<file path="config.mk">
export PLATFORM = sky130hd
export DESIGN_NAME = spi_accel_sequencer_flat
export DESIGN_NICKNAME = d
export VERILOG_FILES = /design/src/rtl/spi_accel_sequencer_if.sv /design/src/rtl/spi_accel_sequencer.sv /design/src/flat_wrapper.sv
export SDC_FILE = /design/constraint.sdc
export NUM_CORES = 1
export LEC_CHECK = 0
export ABC_AREA = 1
export BUFFER_PORTS_ARGS = -buffer_cell sky130_fd_sc_hd__buf_2
export CELL_PAD_IN_SITES_DETAIL_PLACEMENT = 0
export CELL_PAD_IN_SITES_GLOBAL_PLACEMENT = 1
export CORE_ASPECT_RATIO = 0.5
export CORE_MARGIN = 3
export CORE_UTILIZATION = 42
export CTS_BUF_LIST = sky130_fd_sc_hd__clkbuf_16
export CTS_CLUSTER_DIAMETER = 40
export DETAILED_ROUTE_END_ITERATION = 10
export GPL_ROUTABILITY_DRIVEN = 1
export GPL_TIMING_DRIVEN = 0
export PLACE_DENSITY = 0.82
export SYNTH_ARGS = -nofsm -noshare
export SYNTH_HDL_FRONTEND = slang
export SYNTH_SLANG_ARGS = --single-unit
</file>
<file path="constraint.sdc">
create_clock -name clk_i -period 4.25 [get_ports clk_i]
set_input_delay 0.2125 -clock clk_i [delete_from_list [all_inputs] [get_ports clk_i]]
set_output_delay 0.2125 -clock clk_i [all_outputs]
set_load 0.02 [all_outputs]
</file>
<file path="src/rtl/spi_accel_sequencer_if.sv">
// spi_accel_sequencer_if: handler, host and sample-output signals of the sequencer.
// master is the sequencer side; slave is the surrounding handler/host/display side.
interface spi_accel_sequencer_if;
    logic        int1;
    logic        done;
    logic [7:0]  rdata;
    logic [23:0] cmd;
    logic        send;
    logic        hreq;
    logic [23:0] hcmd;
    logic        hack;
    logic [7:0]  hrdata;
    logic [7:0]  xdata;
    logic [7:0]  ydata;
    logic        data_valid;
    logic        cfg_done;
    logic        overrun;
    logic        err;
    modport master (
        input  int1, done, rdata, hreq, hcmd,
        output cmd, send, hack, hrdata, xdata, ydata, data_valid, cfg_done, overrun, err
    );
    modport slave (
        output int1, done, rdata, hreq, hcmd,
        input  cmd, send, hack, hrdata, xdata, ydata, data_valid, cfg_done, overrun, err
    );
endinterface

</file>
<file path="src/rtl/spi_accel_sequencer.sv">
// spi_accel_sequencer: power-up init, then arbitrates INT1 X/Y sample reads and host commands onto one SPI engine.
// Define SPISEQ_TIMEOUT_EN to abort WAIT states after TIMEOUT cycles and flag ERR.
module spi_accel_sequencer #(
    parameter int PWRUP_DLY = 10000,
    parameter int TIMEOUT   = 255
) (
    input  logic                  clk_i,
    input  logic                  arst_l_i,
    spi_accel_sequencer_if.master bus
);
    localparam int CW = $clog2(PWRUP_DLY + TIMEOUT + 1);

    typedef enum logic [3:0] {
        PWRUP, INIT_ISSUE, INIT_WAIT, IDLE, SX_ISSUE, SX_WAIT, SY_ISSUE, SY_WAIT, H_ISSUE, H_WAIT
    } state_e;

    state_e      state_q, state_d;
    logic [CW-1:0] cnt_q, cnt_d;
    logic [1:0]  idx_q, idx_d;
    logic        ptr_q, ptr_d, pend_q, pend_d, ovr_q, ovr_d, err_q, err_d, cfg_q, cfg_d;
    logic        dv_q, dv_d, hack_q, hack_d;
    logic [23:0] cmd_q, cmd_d;
    logic [7:0]  shadow_q, shadow_d, x_q, x_d, y_q, y_d, hrd_q, hrd_d;
    logic        is_wait, tmo, fin, h_req, s_req, s_go, clr;

    assign is_wait = state_q inside {INIT_WAIT, SX_WAIT, SY_WAIT, H_WAIT};
`ifdef SPISEQ_TIMEOUT_EN
    assign tmo = is_wait && !bus.done && cnt_q == CW'(TIMEOUT - 1);
`else
    assign tmo = 1'b0;
`endif
    assign fin   = is_wait && (bus.done || tmo);
    // hack_q masks the request the host has not yet had a chance to drop
    assign h_req = bus.hreq && cfg_q && !hack_q;
    // a strobe seen in IDLE is served directly rather than a cycle later via the flag
    assign s_req = pend_q || bus.int1;
    assign s_go  = s_req && (!h_req || !ptr_q);
    assign clr   = state_q == IDLE && s_go;

    always_comb begin
        state_d  = state_q;
        cnt_d    = (state_q == PWRUP || is_wait) ? cnt_q + CW'(1) : '0;
        idx_d    = idx_q + 2'(state_q == INIT_WAIT && fin);
        cfg_d    = cfg_q | (state_q == INIT_WAIT && fin && idx_q == 2'd2);
        pend_d   = clr ? (pend_q & bus.int1) : (pend_q | bus.int1);
        ovr_d    = ovr_q | (bus.int1 & pend_q & !clr);
        err_d    = err_q | tmo;
        ptr_d    = state_q != IDLE ? ptr_q : s_go ? 1'b1 : h_req ? 1'b0 : ptr_q;
        shadow_d = (state_q == SX_WAIT && bus.done) ? bus.rdata : shadow_q;
        dv_d     = state_q == SY_WAIT && bus.done;
        x_d      = dv_d ? shadow_q : x_q;
        y_d      = dv_d ? bus.rdata : y_q;
        hack_d   = state_q == H_WAIT && fin;
        hrd_d    = !hack_d ? hrd_q : tmo ? 8'hFF : bus.rdata;
        cmd_d    = state_q == INIT_ISSUE ? {8'h0A, idx_q == 2'd0 ? 16'h2A01 : idx_q == 2'd1 ? 16'h2C13 : 16'h2D02} :
                   state_q == SX_ISSUE   ? 24'h0B0800 :
                   state_q == SY_ISSUE   ? 24'h0B0900 :
                   state_q == H_ISSUE    ? bus.hcmd   : cmd_q;
        case (state_q)
            PWRUP:      if (cnt_q == CW'(PWRUP_DLY - 1)) state_d = INIT_ISSUE;
            INIT_ISSUE: state_d = INIT_WAIT;
            INIT_WAIT:  if (fin) state_d = idx_q == 2'd2 ? IDLE : INIT_ISSUE;
            IDLE:       state_d = s_go ? SX_ISSUE : h_req ? H_ISSUE : IDLE;
            SX_ISSUE:   state_d = SX_WAIT;
            SX_WAIT:    if (fin) state_d = tmo ? IDLE : SY_ISSUE;
            SY_ISSUE:   state_d = SY_WAIT;
            H_ISSUE:    state_d = H_WAIT;
            SY_WAIT,
            H_WAIT:     if (fin) state_d = IDLE;
            default:    state_d = PWRUP;
        endcase
    end

    always_ff @(posedge clk_i or negedge arst_l_i) begin
        if (!arst_l_i) begin
            state_q  <= PWRUP;
            cnt_q    <= '0;
            idx_q    <= '0;
            ptr_q    <= 1'b0;
            pend_q   <= 1'b0;
            ovr_q    <= 1'b0;
            err_q    <= 1'b0;
            cfg_q    <= 1'b0;
            dv_q     <= 1'b0;
            hack_q   <= 1'b0;
            cmd_q    <= '0;
            shadow_q <= '0;
            x_q      <= '0;
            y_q      <= '0;
            hrd_q    <= '0;
        end else begin
            state_q  <= state_d;
            cnt_q    <= cnt_d;
            idx_q    <= idx_d;
            ptr_q    <= ptr_d;
            pend_q   <= pend_d;
            ovr_q    <= ovr_d;
            err_q    <= err_d;
            cfg_q    <= cfg_d;
            dv_q     <= dv_d;
            hack_q   <= hack_d;
            cmd_q    <= cmd_d;
            shadow_q <= shadow_d;
            x_q      <= x_d;
            y_q      <= y_d;
            hrd_q    <= hrd_d;
        end
    end

    assign bus.cmd        = cmd_d;
    assign bus.send       = state_q inside {INIT_ISSUE, SX_ISSUE, SY_ISSUE, H_ISSUE};
    assign bus.hack       = hack_q;
    assign bus.hrdata     = hrd_q;
    assign bus.xdata      = x_q;
    assign bus.ydata      = y_q;
    assign bus.data_valid = dv_q;
    assign bus.cfg_done   = cfg_q;
    assign bus.overrun    = ovr_q;
    assign bus.err        = err_q;
endmodule
</file>
<file path="src/flat_wrapper.sv">
// flat-port wrapper written by rule: the top's interface ports become plain ports
module spi_accel_sequencer_flat 
#(
    parameter int PWRUP_DLY = 10000,
    parameter int TIMEOUT   = 255
)
  (clk_i, arst_l_i, bus_int1, bus_done, bus_rdata, bus_hreq, bus_hcmd, bus_cmd, bus_send, bus_hack, bus_hrdata, bus_xdata, bus_ydata, bus_data_valid, bus_cfg_done, bus_overrun, bus_err);
  spi_accel_sequencer_if bus_i ();
  input  logic clk_i;
  input  logic arst_l_i;
  input wire logic [$bits(bus_i.int1)-1:0] bus_int1;
  input wire logic [$bits(bus_i.done)-1:0] bus_done;
  input wire logic [$bits(bus_i.rdata)-1:0] bus_rdata;
  input wire logic [$bits(bus_i.hreq)-1:0] bus_hreq;
  input wire logic [$bits(bus_i.hcmd)-1:0] bus_hcmd;
  output wire logic [$bits(bus_i.cmd)-1:0] bus_cmd;
  output wire logic [$bits(bus_i.send)-1:0] bus_send;
  output wire logic [$bits(bus_i.hack)-1:0] bus_hack;
  output wire logic [$bits(bus_i.hrdata)-1:0] bus_hrdata;
  output wire logic [$bits(bus_i.xdata)-1:0] bus_xdata;
  output wire logic [$bits(bus_i.ydata)-1:0] bus_ydata;
  output wire logic [$bits(bus_i.data_valid)-1:0] bus_data_valid;
  output wire logic [$bits(bus_i.cfg_done)-1:0] bus_cfg_done;
  output wire logic [$bits(bus_i.overrun)-1:0] bus_overrun;
  output wire logic [$bits(bus_i.err)-1:0] bus_err;
  assign bus_i.int1 = bus_int1;
  assign bus_i.done = bus_done;
  assign bus_i.rdata = bus_rdata;
  assign bus_i.hreq = bus_hreq;
  assign bus_i.hcmd = bus_hcmd;
  assign bus_cmd = bus_i.cmd;
  assign bus_send = bus_i.send;
  assign bus_hack = bus_i.hack;
  assign bus_hrdata = bus_i.hrdata;
  assign bus_xdata = bus_i.xdata;
  assign bus_ydata = bus_i.ydata;
  assign bus_data_valid = bus_i.data_valid;
  assign bus_cfg_done = bus_i.cfg_done;
  assign bus_overrun = bus_i.overrun;
  assign bus_err = bus_i.err;
  spi_accel_sequencer #(.PWRUP_DLY(PWRUP_DLY), .TIMEOUT(TIMEOUT)) u_core (.clk_i(clk_i), .arst_l_i(arst_l_i), .bus(bus_i));
endmodule
</file>
### Word-level counts from Yosys, hierarchy flattened

Cells that the tools add are included.

* reductions and logical operators: 25
* equal/unequal tests: 17
* bitwise gates (word level): 6
* muxes and demuxes: 18
* add/sub/neg operators: 2

Operator list (number)
* $mux 24: 4
* $pmux 4 s9: 1
* $mux 4: 6
* $eq 4x3->1 const B: 4
* $mux 16: 1
* $add 14x1->14 const B: 1
* $eq 14x14->1 const B: 1
* $mux 14: 1
* $logic_and 1x1->1: 10
* $mux 9: 1
* $eq 4x2->1 const B: 2
* $eq 4x4->1 const B: 2
* $reduce_bool 4->1: 2
* $ne 2x1->1 const B: 3
* $eq 4x1->1 const B: 1
* $logic_not 1->1: 4
* $logic_not 4->1: 1
* $ne 4x2->1 const B: 1
* $reduce_and 4->1: 1
* $logic_or 1x1->1: 3
* $mux 1: 3
* $or 1x1->1: 3
* $add 2x1->2: 1
* $and 1x1->1: 2
* 9 further kinds: 9

* bits in registers: 82
* output and inout port bits: 54
* logic and storage cells: 82
* input port bits: 37

### Depth between registers and ports, before layout

* depth in word-level cells: 9
* gate-level depth with buffers: 10
* depth with buffers taken out: 10

### Least setup slack after synthesis

Ideal clock, no wire load.

* path type: register to output
* start: register u_core.state_q[0]
* end: output port bus_cmd[8]
* data arrival time: 1.545 ns
* path slack: 2.492 ns
* cell stages (with the launch flop): 9
* required time: 4.038 ns
* cells stage by stage: dfrtp_1 > buf_4 > nor2_1 > nand2_2 > clkinv_2 > nand2_1 > nand2_1 > nand2_1 > a21boi_0

* cells in the longest elaborated chain, start to end: 5
* elaborated cells between the ends (all ways): 8
* classes of those cells: 4 x eq/ne; 4 x mux

RTL lines
* from (decl): RTL line spi_accel_sequencer.sv:17 `state_e state_q, state_d;`
* from (signal assigned): RTL line spi_accel_sequencer.sv:92 `state_q <= state_d;`
* $eq 4x4->1: RTL line spi_accel_sequencer.sv:58 `state_q == H_ISSUE ? bus.hcmd : cmd_q;`
* $mux 24: RTL line spi_accel_sequencer.sv:58
* $mux 24: RTL line spi_accel_sequencer.sv:57 `state_q == SY_ISSUE ? 24'h0B0900 :`
* $mux 24: RTL line spi_accel_sequencer.sv:56 `state_q == SX_ISSUE ? 24'h0B0800 :`
* $mux 24 (*): RTL line spi_accel_sequencer.sv:55 `cmd_d = state_q == INIT_ISSUE ? {8'h0A, idx_q == 2'd0 ? 16'h2A01 : idx_q == 2'd1 ? 16'h2C13 : 16'h2D02} :`
* to (decl): RTL line flat_wrapper.sv:16 `output wire logic [$bits(bus_i.cmd)-1:0] bus_cmd;`

Mark *: on every way between the ends. The rest lies on a longest branch, timed or not.

### Worst setup path in the final report

* start: register u_core.state_q[0]
* end: output port bus_cmd[22]

Same word-level chain as after synthesis.

==> impl_results.rst <==
.. list-table::
   :header-rows: 1

   * - Metric
     - Value
   * - Sequential cell area
     - 2050 um2
   * - Detailed-route vias per instance
     - 4.57
   * - Global placer's final weighted congestion
     - approximately 0.82
   * - Die Wd
     - 139 um
   * - Crit path DAT
     - 2040 ps
   * - CP Capture Type
     - output pin
   * - Stage delay of the slowest cell on the critical path
     - 350 ps
   * - Sink Count
     - 82
   * - Total routing resource utilization after global routing
     - around 17%
   * - Cell family with the largest share of critical-path delay
     - buffers and inverters
   * - Residual overflow from global routing
     - 0
   * - Insertion delay of the later-clocked pin in the worst-skew pair
     - 330 ps
   * - CP Max Fanout
     - 10
   * - Minimum clock period after layout
     - around 2300 ps
   * - Proportion of register bits with asynchronous set or reset after synthesis
     - 100%
   * - Starting density of the core
     - 44.9%
   * - Result of the run
     - complete, no violations
   * - Unrepaired setup endpoints after global routing
     - no
   * - Final routed DRC violation total
     - 0
   * - Worst Clk Skew
     - 4.49 ps
   * - Root buffer selected by CTS
     - sky130_fd_sc_hd__clkbuf_16
   * - Final std cell area, no fill
     - between 4000 and 5000 um2
   * - Final Max Tran Viols
     - 0
   * - Most numerous cell on the critical path
     - sky130_fd_sc_hd__buf_4
   * - Period utilisation layout
     - a little over half
   * - Diodes inserted
     - 0
   * - Required time at the endpoint of the critical path
     - slightly above 4000 ps
   * - Total iterations of the first detailed-routing run
     - 4
   * - Count of buffers inserted at the top-level ports
     - between 80 and 90
   * - Net Count, Synth
     - 486
   * - Global-route track usage on met1
     - 24.0%
   * - Pin count of the biggest net entering global routing
     - 65
   * - Post-synthesis to final-layout area growth
     - 25.1%
   * - Filler cells
     - 799
   * - Number of global-route vias before repair
     - roughly 2800
   * - Drt first-iter violations
     - approximately 170
   * - CTS HTree Levels
     - 3
   * - Global-route wire length before repair
     - 13.7 mm
   * - Number of maximum-capacitance constraint violations
     - 0
   * - Number of top-level pins
     - between 90 and 100
   * - Instance count of the mapped netlist
     - 447
   * - Worst setup path class
     - flop to output pin
   * - Total Negative Setup Slacks
     - 0 ps
   * - Die span in y
     - 72.7 um
   * - Leading cell types by total area after synthesis
     - sky130_fd_sc_hd__dfrtp_1, sky130_fd_sc_hd__nand2_1, sky130_fd_sc_hd__nor2_1
   * - List of most frequent post-synthesis cells
     - sky130_fd_sc_hd__nand2_1, sky130_fd_sc_hd__dfrtp_1, sky130_fd_sc_hd__nor2_1
   * - Warnings from Yosys
     - 0
   * - Hold Vio Cnt, Final
     - 0
   * - Clock input transition at the sequential cells of the worst setup and hold paths
     - ~60 ps
   * - CTS tree
     - built
   * - Post-synthesis sequential area ratio
     - between 50 and 60%
   * - Count of antenna-violating nets left after detailed routing
     - 0
   * - Area of the mapped netlist
     - 3730 um2
   * - Fraction of final layout cells sized beyond drive strength 1
     - 25.3%
   * - Post-Route WL
     - slightly above 8 mm
   * - TritonCTS Buffers
     - 9
   * - GRT met2 Usage
     - 25.1%
   * - Largest area contributor in the netlist
     - sky130_fd_sc_hd__dfrtp_1
   * - Global-route track usage on met3
     - under 10%
   * - Core Footprint
     - between 8000 and 9000 um2
   * - Number of flops mapped to enable cells by yosys
     - 0
   * - Distinct cell type count of the synthesized netlist
     - 34
   * - Post-route insts no fill
     - 666
   * - Final routed wire length divided by cell count
     - approximately 12 um
   * - Upper clock frequency limit
     - between 400 and 500 MHz
   * - Post-DP HPWL
     - 6.17 mm
   * - Setup crit start kind
     - flop
   * - NumNets Final
     - 588
   * - Number of post-CTS setup repair buffers
     - 0
   * - Number of instances in the placed design
     - 649
   * - Full die area
     - approximately 10000 um2
   * - Post-synth top area share
     - 55.0%
   * - Type of the worst min-delay path
     - primary input to flop
   * - Synth Register Bits
     - 82
   * - Layer with the highest usage after global routing
     - met2
   * - Placement Cell Area
     - 4350 um2
   * - Cell-by-cell listing of the critical path
     - buf_4, nor2_1, nand2_2, clkinv_2, buf_4, nand2_1, a21oi_1, buf_2
   * - Antenna violations before repair
     - 0
   * - Vias
     - 3046
   * - Power density cells
     - 358 nW/um2
   * - Slowest CP cell
     - sky130_fd_sc_hd__dfrtp_1
   * - Buffers & Inverters on Critical Path
     - 4
   * - Clock tree buffer depth
     - 2
   * - Setup violation total in the final timing report
     - 0
   * - Area of combinational cells with multiple inputs
     - 1370 um2
   * - Maximum vdd ir drop
     - 0.000180 V
   * - Top_reg_cell synth
     - sky130_fd_sc_hd__dfrtp_1
   * - Post-synthesis average cell area
     - 8.35 um2
   * - Leakage power summed over all cells
     - between 2 and 3 nW
   * - Most common cell in the netlist
     - sky130_fd_sc_hd__nand2_1
   * - Row count
     - 23
-- area by class of cell --
type | count | area share [%]
plain buffers | 13 | 2.17
clock inverters | 7 | 1.85
clock buffers | 9 | 4.82
flip-flops and latches | 82 | 43.9
well taps | 112 | 3.00
repair buffers | 91 | 10.4
inverters | 55 | 4.45
multi-input cells | 297 | 29.4
-- routing by layer --
layer / wire, um / share of wire, % / vias to the layer above
li1: - / - / 1608
met1: 4230 / 51 / 1356
met5: 0 / 0 / -
met2: 3520 / 42 / 76
met4: 77 / 0.93 / 0
met3: 454 / 5.5 / 6
-- final timing paths --
kind | cells after the start | start | endpoint | slack [ps]
setup reg to reg | 10 | u_core.cnt_q[0]$_DFF_PN0_ | u_core.state_q[3]$_DFFE_PN0P_ | 2560
hold reg to reg | 2 | u_core.bus.xdata[6]$_DFFE_PN0P_ | u_core.bus.xdata[6]$_DFFE_PN0P_ | 470
min in group asynchronous | 2 | arst_l_i | u_core.cmd_q[20]$_DFF_PN0_ | 300
hold / removal | 3 | bus_hcmd[19] | u_core.cmd_q[19]$_DFF_PN0_ | 120
max in group asynchronous | 3 | arst_l_i | u_core.cnt_q[10]$_DFF_PN0_ | 3370
setup / recovery | 8 | u_core.state_q[0]$_DFFE_PN0P_ | bus_cmd[22] | 1990
-- state kept, by name (all words and copies together) (netlist names) --
register and count:
u_core.cmd_q 24, u_core.cnt_q 14, u_core.bus.hrdata 8, u_core.bus.xdata 8, u_core.bus.ydata 8, u_core.shadow_q 8
u_core.state_q 4, u_core.idx_q 2, u_core.bus.cfg_done 1, u_core.bus.data_valid 1, u_core.bus.hack 1, u_core.bus.overrun 1
u_core.pend_q 1, u_core.ptr_q 1
-- cells by family after synthesis --
logic type	Yosys count	synth area share (%)
compound gates	57	8.85
xor+xnor	4	0.939
fa+ha+maj	2	0.670
buf+inv	68	8.28
flops	82	55.0
other cells	1	0.100
simple gates	233	26.2
-- placed cells by master (no fill, tap or decap), drive strengths merged --
master	instances
ha	2
o21bai	2
nor3	12
clkbuf	11
nand3	24
or2	1
o211ai	1
a21oi	11
nand4	3
nor2	59
a21boi	1
dlygate4sd3	1
buf	101
dfrtp	82
xor2	3
nand2	132
o21ai	41
nand3b	1
clkinv	5
conb	1
and3	1
bufinv	2
o22ai	1
inv	55
xnor2	1
-- per-stage QoR --
| step | hold WS (ps) | setup slack, ps | util, % | total power, mW |
|---|---|---|---|---|
| after detailed placement | 107 | 2370 | 52.3 | 0.883 |
| after global placement | 457 | 2300 | 51.9 | 0.880 |
| after CTS | 107 | 2000 | 56.1 | 1.69 |
| after global routing | 123 | 1740 | 56.1 | 1.74 |
| after floorplan | -83.1 | 2490 | - | 0.835 |
| final | 119 | 1990 | 56.1 | 1.67 |
-- power breakdown --
part           internal (mW)  total, mW  switching (mW)
registers              0.790      0.793         0.00353
logic                 0.0279     0.0753          0.0474
clock network          0.509      0.805           0.296
total                   1.33       1.67           0.347
-- what timing repair did --
action,in CTS,in global routing
hold buffers,1,0
endpoints found under the hold margin,18,0
resized for setup,0,0
-- worst reg2reg max path: stages, from the launching register on --
cell and delay [ps]:
sky130_fd_sc_hd__dfrtp_1 370, sky130_fd_sc_hd__ha_1 180, sky130_fd_sc_hd__nand2_1 70, sky130_fd_sc_hd__nor2_1 230
sky130_fd_sc_hd__inv_1 130, sky130_fd_sc_hd__nor2_1 170, sky130_fd_sc_hd__nand2_1 70, sky130_fd_sc_hd__nand2_1 130
sky130_fd_sc_hd__nand2_2 90, sky130_fd_sc_hd__nand2_1 60, sky130_fd_sc_hd__nand2_1 50
Power figures use the tool's default switching activity.
